--- config.mk ---
export PLATFORM = sky130hd
export DESIGN_NAME = dcache_stb_port
export DESIGN_NICKNAME = d
export VERILOG_FILES = /design/src/rtl/dcache_stb_port.sv
export SDC_FILE = /design/constraint.sdc
export NUM_CORES = 2
export LEC_CHECK = 0
export CORE_UTILIZATION = 28
export CTS_BUF_LIST = sky130_fd_sc_hd__clkbuf_8
export DETAILED_ROUTE_END_ITERATION = 8
export DONT_BUFFER_PORTS = 1
export PLACE_DENSITY = 0.42
export SETUP_SLACK_MARGIN = 0.02
export SLEW_MARGIN = 40
export SYNTH_ARGS = -nofsm -noshare
export SYNTH_HDL_FRONTEND = slang
export SYNTH_SLANG_ARGS = --single-unit
--- constraint.sdc ---
create_clock -name clk -period 16.8 [get_ports clk]
set_clock_uncertainty 0.2 [all_clocks]
set_input_delay 2.52 -clock clk [delete_from_list [all_inputs] [get_ports clk]]
set_output_delay 2.52 -clock clk [all_outputs]
set_load 0.1 [all_outputs]
--- src/rtl/dcache_stb_port.sv ---
// Direct-mapped write-back data cache port that drains a store buffer one store per cycle.
// Define DCACHE_PERF_CNT_EN to add saturating hit/miss counter outputs.
`ifndef NUM_CACHE_LINES
`define NUM_CACHE_LINES 4
`endif

module dcache_stb_port #(
    parameter int unsigned NUM_LINES     = `NUM_CACHE_LINES,
    parameter int unsigned LINE_WIDTH    = 128,
    parameter int unsigned ADDRESS_WIDTH = 32,
    parameter int unsigned XLEN          = 32
) (
    input  logic                     clk,
    input  logic                     reset,
    input  logic                     stb_write_in,
    input  logic [ADDRESS_WIDTH-1:0] stb_addr_in,
    input  logic [XLEN-1:0]          stb_data_in,
    input  logic                     stb_size_in,   // 0 = byte (B), 1 = word (W)
    output logic                     stb_ready_out,
    input  logic [ADDRESS_WIDTH-1:0] ld_addr_in,
    output logic                     ld_hit_out,
    output logic [XLEN-1:0]          ld_data_out,
    output logic                     mem_req_out,
    output logic                     mem_we_out,
    output logic [ADDRESS_WIDTH-1:0] mem_addr_out,
    output logic [LINE_WIDTH-1:0]    mem_wdata_out,
    input  logic [LINE_WIDTH-1:0]    mem_rdata_in,
    input  logic                     mem_valid_in
`ifdef DCACHE_PERF_CNT_EN
    ,
    output logic [31:0]              hit_cnt_out,
    output logic [31:0]              miss_cnt_out
`endif
);

    localparam int unsigned IDX_W = $clog2(NUM_LINES);
    localparam int unsigned TAG_W = ADDRESS_WIDTH - 4 - IDX_W;

    typedef enum logic [1:0] {IDLE, WRITEBACK, FILL, MERGE} state_e;

    state_e state_q, state_d;

    logic [NUM_LINES-1:0]  valid_q;
    logic [NUM_LINES-1:0]  dirty_q;
    logic [TAG_W-1:0]      tag_q  [NUM_LINES];
    logic [LINE_WIDTH-1:0] data_q [NUM_LINES];

    logic [ADDRESS_WIDTH-1:0] pend_addr_q;
    logic [XLEN-1:0]          pend_data_q;
    logic                     pend_size_q;

    logic [IDX_W-1:0] stb_idx, pend_idx, ld_idx;
    logic [TAG_W-1:0] stb_tag, pend_tag, ld_tag;
    logic             idle, stb_hit, drain_hit, drain_miss, fill_done, merge_go;
    logic             unused_ld_bits;

    function automatic logic [LINE_WIDTH-1:0] merge_store(
        input logic [LINE_WIDTH-1:0] line,
        input logic [3:0]            offs,
        input logic [XLEN-1:0]       data,
        input logic                  size_w
    );
        logic [LINE_WIDTH-1:0] r;
        r = line;
        if (size_w)
            r[32'(offs[3:2]) * XLEN +: XLEN] = data;
        else
            r[32'(offs) * 8 +: 8] = data[7:0];
        return r;
    endfunction

    assign stb_idx  = stb_addr_in[4 +: IDX_W];
    assign stb_tag  = stb_addr_in[ADDRESS_WIDTH-1 -: TAG_W];
    assign pend_idx = pend_addr_q[4 +: IDX_W];
    assign pend_tag = pend_addr_q[ADDRESS_WIDTH-1 -: TAG_W];
    assign ld_idx   = ld_addr_in[4 +: IDX_W];
    assign ld_tag   = ld_addr_in[ADDRESS_WIDTH-1 -: TAG_W];
    assign unused_ld_bits = ^ld_addr_in[1:0];

    // Gating with reset keeps all handshake outputs low for the whole reset assertion.
    assign idle       = (state_q == IDLE) && !reset;
    assign stb_hit    = valid_q[stb_idx] && (tag_q[stb_idx] == stb_tag);
    assign drain_hit  = stb_write_in && idle && stb_hit;
    assign drain_miss = stb_write_in && idle && !stb_hit;
    assign fill_done  = (state_q == FILL) && mem_valid_in && !reset;
    assign merge_go   = (state_q == MERGE) && !reset;

    assign stb_ready_out = idle;
    assign ld_hit_out    = idle && valid_q[ld_idx] && (tag_q[ld_idx] == ld_tag);
    assign ld_data_out   = data_q[ld_idx][32'(ld_addr_in[3:2]) * XLEN +: XLEN];

    always_comb begin
        state_d       = state_q;
        mem_req_out   = 1'b0;
        mem_we_out    = 1'b0;
        mem_addr_out  = '0;
        mem_wdata_out = '0;
        unique case (state_q)
            IDLE: begin
                if (drain_miss)
                    state_d = (valid_q[stb_idx] && dirty_q[stb_idx]) ? WRITEBACK : FILL;
            end
            WRITEBACK: begin
                mem_req_out   = 1'b1;
                mem_we_out    = 1'b1;
                mem_addr_out  = {tag_q[pend_idx], pend_idx, 4'b0};
                mem_wdata_out = data_q[pend_idx];
                if (mem_valid_in)
                    state_d = FILL;
            end
            FILL: begin
                mem_req_out  = 1'b1;
                mem_addr_out = {pend_tag, pend_idx, 4'b0};
                if (mem_valid_in)
                    state_d = MERGE;
            end
            MERGE: begin
                state_d = IDLE;
            end
        endcase
        if (reset) begin
            state_d     = IDLE;
            mem_req_out = 1'b0;
            mem_we_out  = 1'b0;
        end
    end

    always_ff @(posedge clk) begin
        if (reset) begin
            state_q     <= IDLE;
            valid_q     <= '0;
            dirty_q     <= '0;
            pend_addr_q <= '0;
            pend_data_q <= '0;
            pend_size_q <= 1'b0;
        end else begin
            state_q <= state_d;
            if (drain_miss) begin
                pend_addr_q <= stb_addr_in;
                pend_data_q <= stb_data_in;
                pend_size_q <= stb_size_in;
            end
            if (drain_hit)
                dirty_q[stb_idx] <= 1'b1;
            if (fill_done) begin
                valid_q[pend_idx] <= 1'b1;
                dirty_q[pend_idx] <= 1'b0;
            end
            if (merge_go)
                dirty_q[pend_idx] <= 1'b1;
        end
    end

    // Tag/data arrays carry no reset; validity alone decides whether contents are used.
    always_ff @(posedge clk) begin
        if (drain_hit)
            data_q[stb_idx] <= merge_store(data_q[stb_idx], stb_addr_in[3:0],
                                           stb_data_in, stb_size_in);
        if (fill_done) begin
            data_q[pend_idx] <= mem_rdata_in;
            tag_q[pend_idx]  <= pend_tag;
        end
        if (merge_go)
            data_q[pend_idx] <= merge_store(data_q[pend_idx], pend_addr_q[3:0],
                                            pend_data_q, pend_size_q);
    end

`ifdef DCACHE_PERF_CNT_EN
    logic [31:0] hit_cnt_q, miss_cnt_q;

    always_ff @(posedge clk) begin
        if (reset) begin
            hit_cnt_q  <= '0;
            miss_cnt_q <= '0;
        end else begin
            if (drain_hit && (hit_cnt_q != '1))
                hit_cnt_q <= hit_cnt_q + 32'd1;
            if (drain_miss && (miss_cnt_q != '1))
                miss_cnt_q <= miss_cnt_q + 32'd1;
        end
    end

    assign hit_cnt_out  = hit_cnt_q;
    assign miss_cnt_out = miss_cnt_q;
`else
    // Counter outputs and state are not built in this configuration.
`endif

endmodule

# After elaboration in Yosys (flattened, before gate mapping)

Memory sizes are Yosys's and may differ from the RTL's. A register that Yosys moved wholly into a read port is not among the register bits.
Index checks and enable logic that the tools add are counted.

Logic and storage cells: 107
Memory bits (writable): 616
Output and inout bits: 196
Memories kept: 2
Bits in registers: 75

Memories:

| name   | depth | bits a word | rd ports | clocked after Yosys merged registers in | write ports | line | RTL |
|---|---|---|---|---|---|---|---|
| data_q | 4     | 128         | 3        | 1                                       | 1           | 46   | `logic [LINE_WIDTH-1:0] data_q [NUM_LINES];` |
| tag_q  | 4     | 26          | 3        | 1                                       | 1           | 45   | `logic [TAG_W-1:0] tag_q [NUM_LINES];` |

Bitwise operators: 6
Mux-type cells: 48
Equal/unequal tests: 8
Magnitude comparators: 5
Add/subtract/negate cells: 4
Reduce and logical (&&, ||, !) cells: 19
Shift operators: 9

Operator list:

| cell                                                              | count |
|---|---|
| 2-to-1 mux 128 bit                                                | 7 |
| bitwise mux 128 bit                                               | 4 |
| variable shift 32 x 34 -> 128 bit, first input constant           | 2 |
| variable shift 8 x 34 -> 128 bit, first input constant            | 2 |
| indexed part select 32 x 34 -> 128 bit                            | 2 |
| indexed part select 8 x 34 -> 128 bit                             | 2 |
| negation 7 -> 34 bit                                              | 4 |
| OR reduction 128 bit                                              | 1 |
| indexed part select 128 x 8 -> 32 bit                             | 1 |
| one-hot mux 32 bit (2 select lines)                               | 1 |
| equality test 26 bit                                              | 2 |
| 2-to-1 mux 4 bit                                                  | 5 |
| 2-to-1 mux 2 bit                                                  | 9 |
| 2-to-1 mux 1 bit                                                  | 16 |
| logical AND 1 bit                                                 | 13 |
| bitwise OR 4 bit                                                  | 3 |
| < comparator 2 x 3 -> 1 bit, second input constant                | 3 |
| one-hot mux 2 bit (4 select lines)                                | 1 |
| binary-select mux 1 bit (select 2 bit)                            | 3 |
| inequality test 2 bit, second input constant                      | 3 |
| AND 4 bit                                                         | 1 |
| demux 1 bit (select 2 bit)                                        | 2 |
| equality test 2 bit, second input constant                        | 2 |
| greater-or-equal comparator 2 x 1 -> 1 bit, second input constant | 2 |
| 7 further kinds                                                   | 8 |

# Logic depth before layout (Yosys ltp)

Depth in word-level cells: 12
Mapped depth: 13
Gate-level depth less buffers: 9

# Worst setup path before layout

No wires, ideal clock.

Path type: input-to-reg
From: input port reset
To: memory data_q[0][0], enable pin
Data arrival time: 13853 ps
Buffers on the path: 1
Cell stages on the path: 5
Data required time: 15808 ps
Setup slack: 1955 ps
Path through: nor2_1 -> nand2_1 -> clkbuf_1 -> or4_1 -> o21ai_0

Word-level cells in the longest chain between the ends: 7

RTL lines:

| item                                                                      | line       | RTL |
|---|---|---|
| start, declared                                                           | 14         | `input logic reset,` |
| zero test 1 bit *                                                         | 81, 85, 86 |  |
| logical AND 1 bit, on equally long branches                               | 85, 81, 86 |  |
| 2-to-1 mux 1 bit, or another cell as far along                            | 159        | `if (fill_done) begin` |
| 2-to-1 mux 1 bit (not written as such), or another cell as far along      | 160        | `data_q[pend_idx] <= mem_rdata_in;` |
| bitwise OR 1 bit (no line) / 2-to-1 mux 1 bit (equally long branches)     | n/a        |  |
| OR reduction 128 bit (no line) / 2-to-1 mux 1 bit (equally long branches) | n/a        |  |
| 2-to-1 mux 2 bit (no line) / 2-to-1 mux 1 bit (equally long branches)     | n/a        |  |
| end, declared                                                             | 46         |  |

Every way passes the cells marked *; elsewhere a longest branch is shown, timed or not.

# Final worst setup path

From: input port ld_addr_in[4]
To: output port ld_data_out[10]

Word-level cells in the longest chain between the ends: 2

RTL lines:

| item                                  | line | RTL |
|---|---|---|
| start, declared                       | 20   | `input logic [ADDRESS_WIDTH-1:0] ld_addr_in,` |
| memory read (4 x 128 bit)             | n/a  |  |
| indexed part select 128 x 8 -> 32 bit | 90   | `assign ld_data_out = data_q[ld_idx][32'(ld_addr_in[3:2]) * XLEN +: XLEN];` |
| end, declared                         | 22   | `output logic [XLEN-1:0] ld_data_out,` |

No other way between the ends.

==> summary.md <==
| Metric | Value |
|---|---|
| CTS buffer count | `141` |
| CP max FO | `155` |
| CP Launch Type | `input pin` |
| Crit path kind | `in2out` |
| Tot GR Track Use | `25.49%` |
| Clock slew at reported path FFs | `0.06 ns` |
| Synth-to-layout area growth | `11.75%` |
| Core Box Area | `162800 sq um` |
| Mapped cell area | `45870 sq um` |
| PD cells | `101.3 nW/um^2` |
| Worst r2r dst | `data_q[1][122]` |
| CP Depth | `2` |
| Crit path top cell by count | `mux4_2` |
| R2R setup slack | `11.54 ns` |
| Largest net degree at the start of global routing | `176` |
| Seq/Total Area, Yosys | `43.69%` |
| Die area | `165400 sq um` |
| Gpl congestion | `0.8467` |
| Initial antenna violation count | `43` |
| Synth top cells by count | `edfxtp_1, mux4_2, clkbuf_1, mux2i_1, a221oi_1` |
| Post-synth EDFFs | `616` |
| # hold bufs at CTS | `0` |
| Ranking of synthesized cells by area | `edfxtp_1, mux4_2, mux2i_1` |
| I/O Buffers | `0` |
| RSZ-0062 raised after global routing | `false` |
| DR pass1 iterations | `7` |
| CTS tree | `built` |
| Global-route wire length before repair | `290.6 mm` |
| Clock Sinks | `693` |
| Routed Antenna Nets | `0` |
| Max Freq | `134.3 MHz` |
| IO Pins | `425` |
| Reg2reg start | `tag_q[0][3]` |
| Initial Utilization | `28.18%` |
| Die W | `406.7 microns` |
| Post-detail-place hpwl | `138.2 mm` |
| WP data arrival | `4.73 ns` |
| Yosys cell types | `75` |
| Synthesis Warnings | `0` |
| Hold path start | `valid_q[2]` |
| CP delay by family, top | `multiplexers` |
| # DRC | `0` |
| Tmin final | `7.449 ns` |
| CTS Buffer Depth | `3` |
| Rows | `148` |
| Via density | `6.327` |
| Post-synth ARST share | `0%` |
| Setup violators final | `0` |
| DR iter-0 viols | `4363` |
| Pre-CTS WS | `9.331 ns` |
| Cell depth of the worst flop-to-flop path | `10` |
| Synth Instances | `3459` |
| Chip Height | `406.7 microns` |
| Vias | `35590` |
| Most numerous cell in the Yosys netlist | `edfxtp_1` |
| GRT Residual Overflow | `0` |
| Sum Neg Setup Slack | `0 ns` |
| CTS H-tree lvls | `4` |
| Share of the synthesized area in the top cell type | `40.33%` |
| Max stage delay on crit path | `0.89 ns` |
| Final Hold Viols | `0` |
| Post-synth top area cell | `edfxtp_1` |
| Max-cap violations | `0` |
| CTS resizes | `0` |
| Worst path bufs/invs | `0` |
| Ys flop type | `edfxtp_1` |
| HP Class | `reg2reg` |
| Worst path slowest cell | `mux4_2` |
| Static Leakage | `0.01705 uW` |
| Slew headroom | `28.09%` |
| CP Cell Sequence | `mux4_2 -> mux4_2` |
| Worst IR drop on VDD | `0.07777 mV` |
| Root Buffer | `clkbuf_8` |
| Vias in the first global route | `33530` |
| Postcts setup bufs | `0` |
| Slew Limit Fails | `0` |
| Total detailed-routing wirelength | `215.4 mm` |
| #FFs+latches synth | `693` |
| Routed length per placed instance | `38.29 microns` |
| Fin crit share | `44.34%` |
| Worst slew pin tran | `1.079 ns` |
| Average size of a mapped cell | `13.26 sq um` |
| Slack of the critical path | `9.351 ns` |
| Clock Latency Late Sink | `0.90 ns` |
| Share of cells above drive strength 1 | `29.97%` |
| Req. time, crit path | `14.08 ns` |
| Post-layout net count | `3560` |
| Outcome | `complete, no violations` |
| WHS Endpoint | `valid_q[2]` |
| Fill cell count | `16150` |
| Crit. End Element | `primary output` |
| Hold Path Depth | `1` |
==> cells by family (layout without fill, tap and decap cells) <==
| kind of cell | after synthesis | count (layout) | synth area share (%) |
|---|---|---|---|
| fa+ha+maj | 16 | 16 | 0.4365 |
| mux | 701 | 701 | 28.82 |
| flops | 693 | 693 | 43.69 |
| other cells | 1 | 20 | 0.008176 |
| xor+xnor | 51 | 51 | 1.031 |
| buf+inv | 412 | 384 | 3.612 |
| compound gates | 941 | 941 | 15.03 |
| simple gates | 644 | 644 | 7.368 |
==> placed cells by master (no fill, tap or decap), drive strengths merged, types with 52 or more instances in the layout <==
cell type	instances
and2	159
a211oi	85
nand3	92
o21ai	135
mux4	491
nand2	136
a221oi	160
dfxtp	77
clkbuf	149
a211o	77
a22oi	80
buf	93
inv	77
mux2i	196
a21oi	158
nor2b	54
edfxtp	616
clkinv	60
a221o	52
nor2	94
==> state kept, by name, indices dropped and copies added (netlist names), named ones only <==
register / count
data_q: 512
pend_size_q: 1
pend_addr_q: 32
valid_q: 4
tag_q: 104
pend_data_q: 32
state_q: 2
dirty_q: 4
==> layer usage <==
metal  up-vias  share of wire [%]  global-route usage, %
met5         -              0.082                      0
met4        26                4.5                  11.16
met3       413                 10                  7.164
met2      2151                 46                  39.31
met1     18770                 40                  33.27
li1      14230                  -                      -
==> cell type report <==
cell class              count  area, sq um  share of cell area (%)
multi-input cells        2357        24770                   48.32
flip-flops and latches    693        20050                   39.11
well taps                2175         2721                   5.309
clock buffers             149         2051                   4.001
repair buffers             93        864.6                   1.687
clock inverters           113        629.4                   1.228
inverters                  29        136.4                  0.2661
diodes                     16        40.04                 0.07811
==> through the flow <==
stage                     util (%)  instance area, sq um  hold slack, ns  cells  power, uW
final                        31.49                 51260          0.2716   5625       5190
after global routing         31.48                 51250          0.3078   5621       5368
after CTS                    31.44                 51180          0.2722   5608       5225
after detailed placement     29.80                 48500          0.2587   5346       3490
after global placement       29.47                 47960          0.2527   5336       3446
after floorplan                  -                 45880          0.2353   3462       3090
==> worst max-delay path by stage <==
stage / slack [ns] / endpoint / from
final: 9.35 / ld_data_out[10] / ld_addr_in[4]
after CTS: 9.37 / ld_hit_out / ld_addr_in[4]
after global placement: 9.03 / data_q[2][123] / stb_addr_in[5]
after floorplan: 1.96 / data_q[0][0] / reset
after global routing: 9.36 / ld_hit_out / ld_addr_in[4]
after detailed placement: 9.33 / data_q[1][115] / stb_addr_in[5]
==> where the power goes <==
part / leakage, uW / internal [uW] / total (uW) / switching, uW
Combinational: 0.00930 / 473 / 1390 / 912
Sequential: 0.00621 / 2020 / 2080 / 64.2
Clock: 0.00154 / 878 / 1720 / 845
No activity file was read; power rests on OpenSTA's default activity.
